File: config.mk
export PLATFORM = sky130hd
export DESIGN_NAME = stage_sequencer
export DESIGN_NICKNAME = d
export VERILOG_FILES = /design/src/rtl/seq_pkg.sv /design/src/rtl/wait_timer.sv /design/src/rtl/stage_sequencer.sv
export SDC_FILE = /design/constraint.sdc
export NUM_CORES = 1
export LEC_CHECK = 0
export ABC_AREA = 1
export ABC_CLOCK_PERIOD_IN_PS = 1700
export CAP_MARGIN = 20
export CELL_PAD_IN_SITES_DETAIL_PLACEMENT = 1
export CELL_PAD_IN_SITES_GLOBAL_PLACEMENT = 1
export CORE_MARGIN = 5
export CORE_UTILIZATION = 30
export CTS_BUF_LIST = sky130_fd_sc_hd__clkbuf_4 sky130_fd_sc_hd__clkbuf_8
export CTS_CLUSTER_SIZE = 25
export DETAILED_ROUTE_END_ITERATION = 7
export PLACE_DENSITY = 0.8
export SYNTH_ARGS = -nofsm -noshare
export SYNTH_HDL_FRONTEND = slang
export SYNTH_HIERARCHICAL = 1
export SYNTH_SLANG_ARGS = --single-unit
File: constraint.sdc
create_clock -name clk -period 1.7 [get_ports clk]
set_input_delay 0.34 -clock clk [delete_from_list [all_inputs] [get_ports clk]]
set_output_delay 0.34 -clock clk [all_outputs]
set_load 0.05 [all_outputs]
File: src/rtl/seq_pkg.sv
// Shared definitions for the multicycle LEGv8 stage sequencer.
//   state_t   : controller state encoding. HALT and ERROR have distinct codes,
//               so the state bus is 4 bits wide.
//   STATE_W   : width of the state bus presented on the top-level port.
//   EN_*      : bit positions of the stage enables inside the enable vector.
package seq_pkg;

  localparam int STATE_W = 4;

  typedef enum logic [STATE_W-1:0] {
    IDLE      = 4'd0,
    FETCH     = 4'd1,
    DECODE    = 4'd2,
    EXECUTE   = 4'd3,
    MEMORY    = 4'd4,
    MEM_WAIT  = 4'd5,
    WRITEBACK = 4'd6,
    HALT      = 4'd7,
    ERROR     = 4'd8
  } state_t;

  localparam int EN_FETCH     = 0;
  localparam int EN_DECODE    = 1;
  localparam int EN_EXECUTE   = 2;
  localparam int EN_MEMORY    = 3;
  localparam int EN_WRITEBACK = 4;
  localparam int EN_PC        = 5;
  localparam int EN_W         = 6;

  // Cycles in IDLE, HALT and ERROR are not instruction work.
  function automatic logic is_busy(input state_t s);
    return (s != IDLE) && (s != HALT) && (s != ERROR);
  endfunction

endpackage

File: src/rtl/wait_timer.sv
// Consecutive memory-wait cycle counter.
//   i_clk     : clock
//   i_rst     : synchronous active-high reset
//   i_clr     : restart the count at zero (takes priority over i_en)
//   i_en      : count one more wait cycle
//   o_expired : the wait cycle in progress is the MEM_TIMEOUT-th one;
//               never asserted when MEM_TIMEOUT is 0
module wait_timer #(
  parameter int MEM_TIMEOUT = 16
) (
  input  logic i_clk,
  input  logic i_rst,
  input  logic i_clr,
  input  logic i_en,
  output logic o_expired
);

  localparam int TW = (MEM_TIMEOUT > 1) ? $clog2(MEM_TIMEOUT) : 1;

  logic [TW-1:0] r_cnt;

  always_ff @(posedge i_clk) begin
    if (i_rst || i_clr) begin
      r_cnt <= '0;
    end else if (i_en && (r_cnt != '1)) begin
      r_cnt <= r_cnt + TW'(1);
    end
  end

  // r_cnt holds the number of wait cycles already completed, so the current
  // cycle is the last allowed one when r_cnt reaches MEM_TIMEOUT-1.
  assign o_expired = (MEM_TIMEOUT != 0) && (r_cnt == TW'(MEM_TIMEOUT - 1));

endmodule

File: src/rtl/stage_sequencer.sv
// Multicycle LEGv8 stage sequencer: steps one instruction at a time through
// FETCH, DECODE, EXECUTE, (MEMORY/MEM_WAIT) and WRITEBACK, raising one stage
// enable per cycle.
//   clk, reset            : clock, synchronous active-high reset
//   run                   : level, keep issuing instructions (sampled in IDLE/WRITEBACK)
//   mem_read, mem_write   : decoded memory controls, captured in EXECUTE
//   mem_ready             : data memory access complete
//   fetch_en .. pc_en     : stage enables decoded from the state
//   state                 : current state code (seq_pkg::state_t)
//   busy, done, err       : activity / halted / memory-timeout flags
//   instr_count           : retired instructions
//   cycle_count           : busy cycles, saturating
module stage_sequencer
  import seq_pkg::*;
#(
  parameter int CNT_W       = 32,
  parameter int MAX_INSTR   = 30,
  parameter int MEM_TIMEOUT = 16,
  parameter int SKIP_MEM    = 1
) (
  input  logic               clk,
  input  logic               reset,
  input  logic               run,
  input  logic               mem_read,
  input  logic               mem_write,
  input  logic               mem_ready,
  output logic               fetch_en,
  output logic               decode_en,
  output logic               execute_en,
  output logic               memory_en,
  output logic               writeback_en,
  output logic               pc_en,
  output logic [STATE_W-1:0] state,
  output logic               busy,
  output logic               done,
  output logic               err,
  output logic [CNT_W-1:0]   instr_count,
  output logic [CNT_W-1:0]   cycle_count
);

  state_t            r_state;
  state_t            w_next;
  logic              r_mem_op;
  logic [CNT_W-1:0]  r_instr;
  logic [CNT_W-1:0]  r_cycle;
  logic [CNT_W-1:0]  w_instr_inc;
  logic              w_last_instr;
  logic              w_busy;
  logic              w_expired;
  logic [EN_W-1:0]   w_en;

  assign w_busy       = is_busy(r_state);
  assign w_instr_inc  = r_instr + CNT_W'(1);
  assign w_last_instr = (MAX_INSTR != 0) && (w_instr_inc == CNT_W'(MAX_INSTR));

  wait_timer #(
    .MEM_TIMEOUT(MEM_TIMEOUT)
  ) u_wait_timer (
    .i_clk     (clk),
    .i_rst     (reset),
    .i_clr     (r_state == MEMORY),
    .i_en      ((r_state == MEM_WAIT) && !mem_ready),
    .o_expired (w_expired)
  );

  always_ff @(posedge clk) begin
    if (reset) begin
      r_state <= IDLE;
    end else begin
      r_state <= w_next;
    end
  end

  always_comb begin
    w_next = r_state;
    case (r_state)
      IDLE:      if (run) w_next = FETCH;
      FETCH:     w_next = DECODE;
      DECODE:    w_next = EXECUTE;
      // The live inputs decide the bypass; the latched copy is used afterwards.
      EXECUTE: begin
        if ((SKIP_MEM != 0) && !(mem_read || mem_write)) w_next = WRITEBACK;
        else                                             w_next = MEMORY;
      end
      MEMORY: begin
        if (!r_mem_op || mem_ready) w_next = WRITEBACK;
        else                        w_next = MEM_WAIT;
      end
      MEM_WAIT: begin
        if (mem_ready)      w_next = WRITEBACK;
        else if (w_expired) w_next = ERROR;
      end
      WRITEBACK: begin
        if (w_last_instr) w_next = HALT;
        else if (run)     w_next = FETCH;
        else              w_next = IDLE;
      end
      HALT:      w_next = HALT;
      ERROR:     w_next = ERROR;
      default:   w_next = IDLE;
    endcase
  end

  // Memory-op capture and the two counters.
  always_ff @(posedge clk) begin
    if (reset) begin
      r_mem_op <= 1'b0;
      r_instr  <= '0;
      r_cycle  <= '0;
    end else begin
      if (r_state == EXECUTE) r_mem_op <= mem_read | mem_write;
      if (r_state == WRITEBACK) r_instr <= w_instr_inc;
      if (w_busy && (r_cycle != '1)) r_cycle <= r_cycle + CNT_W'(1);
    end
  end

  always_comb begin
    w_en = '0;
    case (r_state)
      FETCH:     w_en[EN_FETCH]   = 1'b1;
      DECODE:    w_en[EN_DECODE]  = 1'b1;
      EXECUTE:   w_en[EN_EXECUTE] = 1'b1;
      MEMORY,
      MEM_WAIT:  w_en[EN_MEMORY]  = 1'b1;
      WRITEBACK: begin
        w_en[EN_WRITEBACK] = 1'b1;
        w_en[EN_PC]        = 1'b1;
      end
      default:   w_en = '0;
    endcase
  end

  assign fetch_en     = w_en[EN_FETCH];
  assign decode_en    = w_en[EN_DECODE];
  assign execute_en   = w_en[EN_EXECUTE];
  assign memory_en    = w_en[EN_MEMORY];
  assign writeback_en = w_en[EN_WRITEBACK];
  assign pc_en        = w_en[EN_PC];
  assign state        = r_state;
  assign busy         = w_busy;
  assign done         = (r_state == HALT);
  assign err          = (r_state == ERROR);
  assign instr_count  = r_instr;
  assign cycle_count  = r_cycle;

endmodule

# After elaboration in Yosys (flattened, before gate mapping)
# Cells that the tools add are included.
[totals]
reg_bits = 73
input_bits = 6
word_cells = 52
[op_classes]
addsub = 3
eq_ne = 16
muxes = 13
bitwise_logic = 1
reduce_logical = 14
[op_table]
columns = ["operator", "count"]
rows = [
  ["$add A32 B1 Y32 const B", 2],
  ["$pmux W4 S9", 1],
  ["$eq A32 B5 Y1 const B", 1],
  ["$ne A32 B32 Y1 const B", 1],
  ["$eq A4 B3 Y1 const B", 4],
  ["$mux W4", 3],
  ["$eq A4 B2 Y1 const B", 2],
  ["$eq A4 B4 Y1 const B", 2],
  ["$ne A4 B4 Y1 const B", 2],
  ["$mux W2", 3],
  ["$logic_and A1 B1 Y1", 5],
  ["$mux W1", 5],
  ["$add A4 B1 Y4 const B", 1],
  ["$eq A4 B1 Y1 const B", 1],
  ["$logic_not A4 Y1", 1],
  ["$ne A4 B3 Y1 const B", 1],
  ["$reduce_bool A4 Y1", 1],
  ["$logic_or A1 B1 Y1", 3],
  ["$mux W3", 1],
  ["$ne A3 B2 Y1 const B", 1],
  ["$logic_not A1 Y1", 2],
  ["$ne A2 B2 Y1 const B", 1],
  ["$reduce_and A2 Y1", 1],
  ["$reduce_or A2 Y1", 1],
  ["$or A1 B1 Y1", 1],
]

# Depth between registers and ports, before layout
# Gate-level depths: netlist (run 1).
[depth]
word_depth = 4
mapped_depth = 16
ltp_nobuf = 16

# By module
# Netlist (run 1), hierarchy kept.
[by_module_without_submodules]
columns = ["module", "n_inst", "cells_per_inst", "area_per_inst_um2", "seq_area_each_um2"]
rows = [
  ["stage_sequencer", 1, 731, 4491.8, 1381.3],
  ["wait_timer", 1, 29, 200.2, 80.1],
]

# Least setup slack after synthesis (run 1)
# No wires, ideal clock.
[synth_path]
kind = "register to output"
startpoint = "register r_state[1] (netlist: state[1])"
endpoint = "output port writeback_en"
t_arrival_ns = 2.198
slack_ns = -0.838
stages_incl_launch_ff = 7
path_cell_list = "dfxtp_1 buf_4 nand2_1 nor2_1 buf_4 clkbuf_1 buf_4"
[synth_via]
elab_chain_len = 2
[synth_lines]
columns = ["item", "line", "source"]
rows = [
  ["start: declaration", "stage_sequencer.sv:41", "state_t r_state;"],
  ["start signal: assignment", "stage_sequencer.sv:70", "r_state <= w_next;"],
  ["$eq A4 B3 Y1", "stage_sequencer.sv:119", "case (r_state)"],
  ["$mux W2", "stage_sequencer.sv:119", ""],
  ["end: declaration", "stage_sequencer.sv:31", "output logic writeback_en,"],
]
# Every way passes these cells.

# Worst setup path in the final report (run 1)
[layout_path]
startpoint = "register r_instr[8] (netlist: instr_count[8])"
endpoint = "register r_state[0] (netlist: state[0])"
[layout_via]
elab_chain_len = 4
[layout_lines]
columns = ["item", "line", "source"]
rows = [
  ["start: declaration", "stage_sequencer.sv:44", "logic [CNT_W-1:0] r_instr;"],
  ["start signal: assignment", "stage_sequencer.sv:112", "if (r_state == WRITEBACK) r_instr <= w_instr_inc;"],
  ["$add A32 B1 Y32", "stage_sequencer.sv:53", "assign w_instr_inc = r_instr + CNT_W'(1);"],
  ["$eq A32 B5 Y1", "stage_sequencer.sv:54", "assign w_last_instr = (MAX_INSTR != 0) && (w_instr_inc == CNT_W'(MAX_INSTR));"],
  ["$mux W3", "stage_sequencer.sv:94", "if (w_last_instr) w_next = HALT;"],
  ["$pmux W4 S9", "stage_sequencer.sv:76", "case (r_state)"],
]
# Every way passes these cells.
# A chain may end at the register's enable or synchronous reset.

==> metrics.txt, run 1 <==
result of the run=finished, violations left; violations in the final reports=negative setup slack; area of the mapped netlist=4690 um^2; Area Overhead vs Synth=83.9%; instance area after placement=7030 um^2; portion of the clock cycle consumed by the worst path in the final layout=132%; leading cell types in the layout, fill and taps excluded=buf_4, nand2_1, inv_1; WHS=396 ps; max-slew violation count=0; unrepaired setup endpoints after global routing=true; per-instance average area after synthesis=6.17 um^2; Fill cells=1879; average wire per cell in the routed design=22.8 um; actual transition at the worst max-transition pin=583 ps; Synth Area in XOR/XNOR=3.55%; clock tree from TritonCTS=built; number of flops mapped to enable cells by yosys=0; max-cap viol count=0; Die Width=135 um; worst clock skew=18.6 ps; Final Hold Vio Count=0; total routing resource utilization after global routing=22.4%; clock buffers created by TritonCTS=9; Top cell by count, worst path=nand2_1; Vias=6847; post-CTS clock slew at the launch and capture registers of the worst setup and hold paths=110 ps; Hold Crit Class=input port to register; HPWL after DPL=14.4 mm; synthesized-area fraction occupied by ao, oa, aoi and oai cells=12.5%; final weighted congestion in routability-driven placement=0.874; final cell area excluding filler cells=8630 um^2; setup slack after layout=-552 ps; delay of the slowest critical-path stage=350 ps; Critical Setup Path Class=register to register; buffer levels on the longest clock path=2; num rows=45; worst path required time=2020 ps; CP arrival=2570 ps; final instance count without filler cells=1254; core box area=15300 um^2; number of buffer cells added on primary ports=82; peak clock frequency supported by timing=0.444 GHz; number of synthesized register bits=73; clock tree root buffer cell=clkbuf_8; largest net degree at the start of global routing=48; number of different library cells in the post-synthesis netlist=42; VDD IR-drop max=0.000832 V; Total Die Area=18200 um^2; number of optimization iterations in the first detailed-route pass=5; die extent in y=135 um; final setup violation count=60; number of vias per cell=5.46; final worst path period need=2250 ps; highest-delay cell along the critical path=dfxtp_4; TritonCTS Sinks=73; synthesized-area fraction occupied by adder cells=1.07%; final-layout setup total negative slack=-10600 ps; number of antenna violations at the first check in global routing=0; drt first-iter violations=437; Syn. warnings=6; most frequent standard cell in the layout excluding fill and tap cells=buf_4; sequential element share of the synthesized area=31.1%; DP Cell Count=1182; predominant post-synthesis flop cell=dfxtp_1; clk_lat worst skew=390 ps; antenna violation net count after detailed routing=0; vias in the first global route=6440; post-detailed-route DRC marker count=0; global-route wire length before repair=32.7 mm; number of standard cells after synthesis=760; combinational family with the most area after synthesis=simple AND/OR/NAND/NOR gates; static leakage=4.05 nW; cells along the critical path=nand2_1, buf_4, nor2_1, nand2_2, nor2_4, nand2_1, nand2_1, nand2_1, nor2_1, nand2_1, nor2_2, nand3_2, nand2_1, nand2_2, a21oi_2; fraction of registers with async set or reset after synthesis=0%; launching element type of the critical path=register; level count of the clock H-tree=3; Total Nets Final=1048; Detailed Route WL=28.6 mm; Setup crit end kind=register; post-synthesis share of cell area spent on and, or, nand and nor gates=40.3%; GRT Residual Overflow=0; Pwr Density=726 nW/um^2; mux share of post-synthesis cell area=0%; Initial Util=30.8%; fraction of layout instances using a drive strength above 1=53.6%; Post-CTS Hold Fix Bufs=0; Max-slew headroom=60.2%; ports placed on the boundary=83; Max FO, Critical Path=7; antenna cells=0; synthesized netlist net count=770
power by group:
group          internal [mW]  total (mW)  leakage [nW]  switching (mW)
sequential              1.78        1.90         0.626           0.119
combinational           1.26        2.98          3.34            1.72
clock                  0.552        1.38        0.0843           0.833
total                   3.60        6.27          4.05            2.67
metal layers:
layer | track usage (%) | share of wire (%)
met5 | 0 | 0
met4 | 8.06 | 5.3
met3 | 3.54 | 6.2
met2 | 40.0 | 50
met1 | 27.3 | 38
synth_stat cells, drive strengths merged (2+ instances only):
cell type  count  area [um^2]
o21bai         3         22.5
nand2        211          837
o211ai         5         37.5
ha             4         50.1
a211oi         3         22.5
nor3          16         80.1
inv          117          439
nor2         130          574
nand3         34          185
o21ai         41          205
xor2          14          123
clkbuf         9         38.8
nand3b         2         15.0
a21oi         48          244
buf            9         58.8
dfxtp         73         1460
nor4           5         46.3
xnor2          5         43.8
a31oi          2         12.5
nand4         21          131
critical path: cells and delay by family, from the launching register on:
kind,cells,cell delay (ps)
simple gates,13,1570
flops,1,350
buf+inv,1,160
compound gates,1,110
path summary, 6_finish.rpt:
path	start	endpoint	depth (start not counted)	slack, ps
worst max-delay path	instr_count[8]$_SDFFE_PP0P_	state[0]$_SDFFE_PP0P_	15	-550
worst min-delay path	reset	r_mem_op$_SDFFE_PP0P_	4	400
worst max register to register	instr_count[8]$_SDFFE_PP0P_	state[0]$_SDFFE_PP0P_	15	-550
worst min register to register	u_wait_timer/r_cnt[3]$_SDFFE_PP0P_	u_wait_timer/r_cnt[3]$_SDFFE_PP0P_	2	530
area by class of cell:
| type | count | area, um^2 | area share, % |
|---|---|---|---|
| inverters | 117 | 465 | 5.39 |
| multi-input cells | 552 | 3580 | 41.5 |
| well taps | 211 | 264 | 3.06 |
| clock inverters | 6 | 42.5 | 0.493 |
| flip-flops and latches | 73 | 1590 | 18.4 |
| clock buffers | 10 | 131 | 1.52 |
| repair buffers | 285 | 2550 | 29.6 |
state kept, by name (all words and copies together) (netlist names):
register / count
state: 4
u_wait_timer/r_cnt: 4
r_mem_op: 1
cycle_count: 32
instr_count: 32
kinds of logic after synthesis:
logic type,after synthesis
flip-flops,73
XOR/XNOR,19
AO/OA/AOI/OAI,107
AND/OR/NAND/NOR,422
buffers and inverters,135
adder cells (fa/ha/maj),4
repair_timing:
action / 4_1_cts / 5_1_grt
gates resized for setup: 100 / 165
setup buffers: 17 / 34
pin swaps: 52 / 82
gates cloned: 2 / 6
setup endpoints to repair: 66 / 69
stage by stage:
stage	utilization (%)	worst slack [ps]	total power, mW
after floorplan	-	-345	2.93
after global placement	46.1	-256	3.72
after detailed placement	46.1	-328	3.75
after CTS	50.3	-253	5.69
after global routing	56.5	-650	6.45
final	56.5	-552	6.27
(Power assumes the default switching activity.)
==> inputs of run 2 (changes only) <==
Settings changed: CORE_UTILIZATION 30 to 34, PLACE_DENSITY 0.8 to 0.87.
==> run 2 against run 1 <==
  * The run still ends with negative setup slack left
  * Final cell count shrank 1.5%
  * Clock-buffer cell count shrank 1
  * Die area shrank 11%
  * Register-to-register slack lost 270 ps
  * Hold slack gained 24 ps
  * Sequential power is essentially flat
  * First-iteration DRC count grew 110%
  * Cell area shrank 2.2%
  * Clock skew grew 12 ps
  * Global-route usage grew 11 points
  * Clock power grew 14%
  * Critical path type unchanged
  * Largest power group unchanged
==> metrics.txt, run 2 (same netlist as run 1, synthesis figures left out) <==
HPWL after DPL=15.1 mm; Area Overhead vs Synth=79.8%; WHS=420 ps; Fill cells=1709; ports placed on the boundary=83; instance area after placement=7060 um^2; Max FO, Critical Path=4; capture point of the critical path=state[1]$_SDFFE_PP0P_; Final Hold Vio Count=0; clk_lat worst skew=410 ps; final cell area excluding filler cells=8440 um^2; clock tree from TritonCTS=built; Total Nets Final=1060; Detailed Route WL=34.2 mm; unrepaired setup endpoints after global routing=true; drt first-iter violations=919; clock buffers created by TritonCTS=9; Vias=7519; portion of the clock cycle consumed by the worst path in the final layout=148%; Total Die Area=16200 um^2; static leakage=3.89 nW; post-detailed-route DRC marker count=0; overall power=6.59 mW; actual transition at the worst max-transition pin=508 ps; most frequent standard cell in the layout excluding fill and tap cells=buf_4; launching element type of the critical path=register; final setup violation count=73; Pwr Density=781 nW/um^2; worst clock skew=30.6 ps; post-placement worst setup slack=-361 ps; GRT Residual Overflow=0; leading cell types in the layout, fill and taps excluded=buf_4, nand2_1, inv_1; Hold Crit Class=input port to register; max-slew violation count=0; Initial Util=34.2%; fraction of layout instances using a drive strength above 1=50.0%; VDD IR-drop max=0.000746 V; vias in the first global route=7508; setup slack after layout=-824 ps; highest-delay cell along the critical path=dfxtp_4; area used by sequential logic in the layout=1580 um^2; number of optimization iterations in the first detailed-route pass=5; Critical Setup Path Class=register to register; total routing resource utilization after global routing=33.8%; r2r startpoint=instr_count[7]$_SDFFE_PP0P_; result of the run=finished, violations left; die extent in y=127 um; Post-CTS Hold Fix Bufs=0; clock tree root buffer cell=clkbuf_8; max-cap viol count=0; Worst Setup SP=instr_count[7]$_SDFFE_PP0P_; TritonCTS Sinks=73; post-CTS clock slew at the launch and capture registers of the worst setup and hold paths=90 ps; number of antenna violations at the first check in global routing=0; RR Endpoint=state[1]$_SDFFE_PP0P_; CP arrival=2860 ps; level count of the clock H-tree=3; average wire per cell in the routed design=27.7 um; Die Width=127 um; Max-slew headroom=65.7%; final core utilization=61.5%; global-route wire length before repair=42.6 mm; violations in the final reports=negative setup slack; buffer levels on the longest clock path=2; peak clock frequency supported by timing=0.396 GHz; antenna violation net count after detailed routing=0; area taken by multi-input logic gates=3330 um^2; final-layout setup total negative slack=-25190 ps; delay of the slowest critical-path stage=370 ps; Setup crit end kind=register; number of buffer cells added on primary ports=82; Min-Delay Path Depth=3; number of cells on the worst reg-to-reg path=16; DP Cell Count=1161; final worst path period need=2520 ps; num rows=43; cells along the critical path=buf_4, nand2_2, nor2_4, buf_4, nand3_1, nand2_1, nor2_1, nand2_1, nor2_2, nand2_1, nor2_2, nand3_2, buf_4, nand2_2, o21ai_2, inv_1; antenna cells=0; final weighted congestion in routability-driven placement=0.902; final instance count without filler cells=1235; worst path required time=2040 ps; number of vias per cell=6.09; core box area=13700 um^2; flop2flop setup slack=-820 ps; largest net degree at the start of global routing=48
-- run 2: cell count changes in the layout (fill, tap and decap cells not counted), moves of 6 or more --
cell,change
o21ai_0,-6
nand2_1,+12
inv_1,+6
a21oi_1,+11
nand2_4,-15
buf_6,+9
a21oi_2,-11
-- run 2: worst min-delay path by stage --
stage | from | to
6_report | reset | state[0]$_SDFFE_PP0P_
3_3_place_gp | u_wait_timer/r_cnt[3]$_SDFFE_PP0P_ | u_wait_timer/r_cnt[3]$_SDFFE_PP0P_
4_1_cts | reset | state[0]$_SDFFE_PP0P_
5_1_grt | reset | state[0]$_SDFFE_PP0P_
2_1_floorplan | u_wait_timer/r_cnt[3]$_SDFFE_PP0P_ | u_wait_timer/r_cnt[3]$_SDFFE_PP0P_
3_5_place_dp | u_wait_timer/r_cnt[1]$_SDFFE_PP0P_ | u_wait_timer/r_cnt[1]$_SDFFE_PP0P_
-- run 2: power by group --
group	switching, mW	total [mW]	internal, mW	leakage (nW)
combinational	1.79	3.11	1.32	3.16
clock	0.878	1.57	0.695	0.105
sequential	0.124	1.91	1.79	0.623
total	2.79	6.59	3.80	3.89
-- run 2: cell type report --
cell class	count	area share, %
clock buffers	9	1.47
multi-input cells	553	39.5
inverters	117	5.46
repair buffers	296	31.4
clock inverters	7	0.875
well taps	180	2.67
flip-flops and latches	73	18.7
-- run 2: timing repair --
action,in CTS,in global routing
setup endpoints to repair,68,77
gates resized for setup,96,118
setup buffers,30,33
pin swaps,44,54
cloned,2,3
-- run 2: worst max-delay path, delay by kind of cell (launching register included) --
family / cells / cell delay [ps]
simple gates: 11 / 1510
compound gates: 1 / 60
buf+inv: 4 / 540
flops: 1 / 370
-- run 2: routing by layer --
layer	global-route usage (%)	share of wire [%]
met4	23.5	9.6
met3	6.90	9.7
met1	37.4	35
met5	0	0
met2	57.6	46
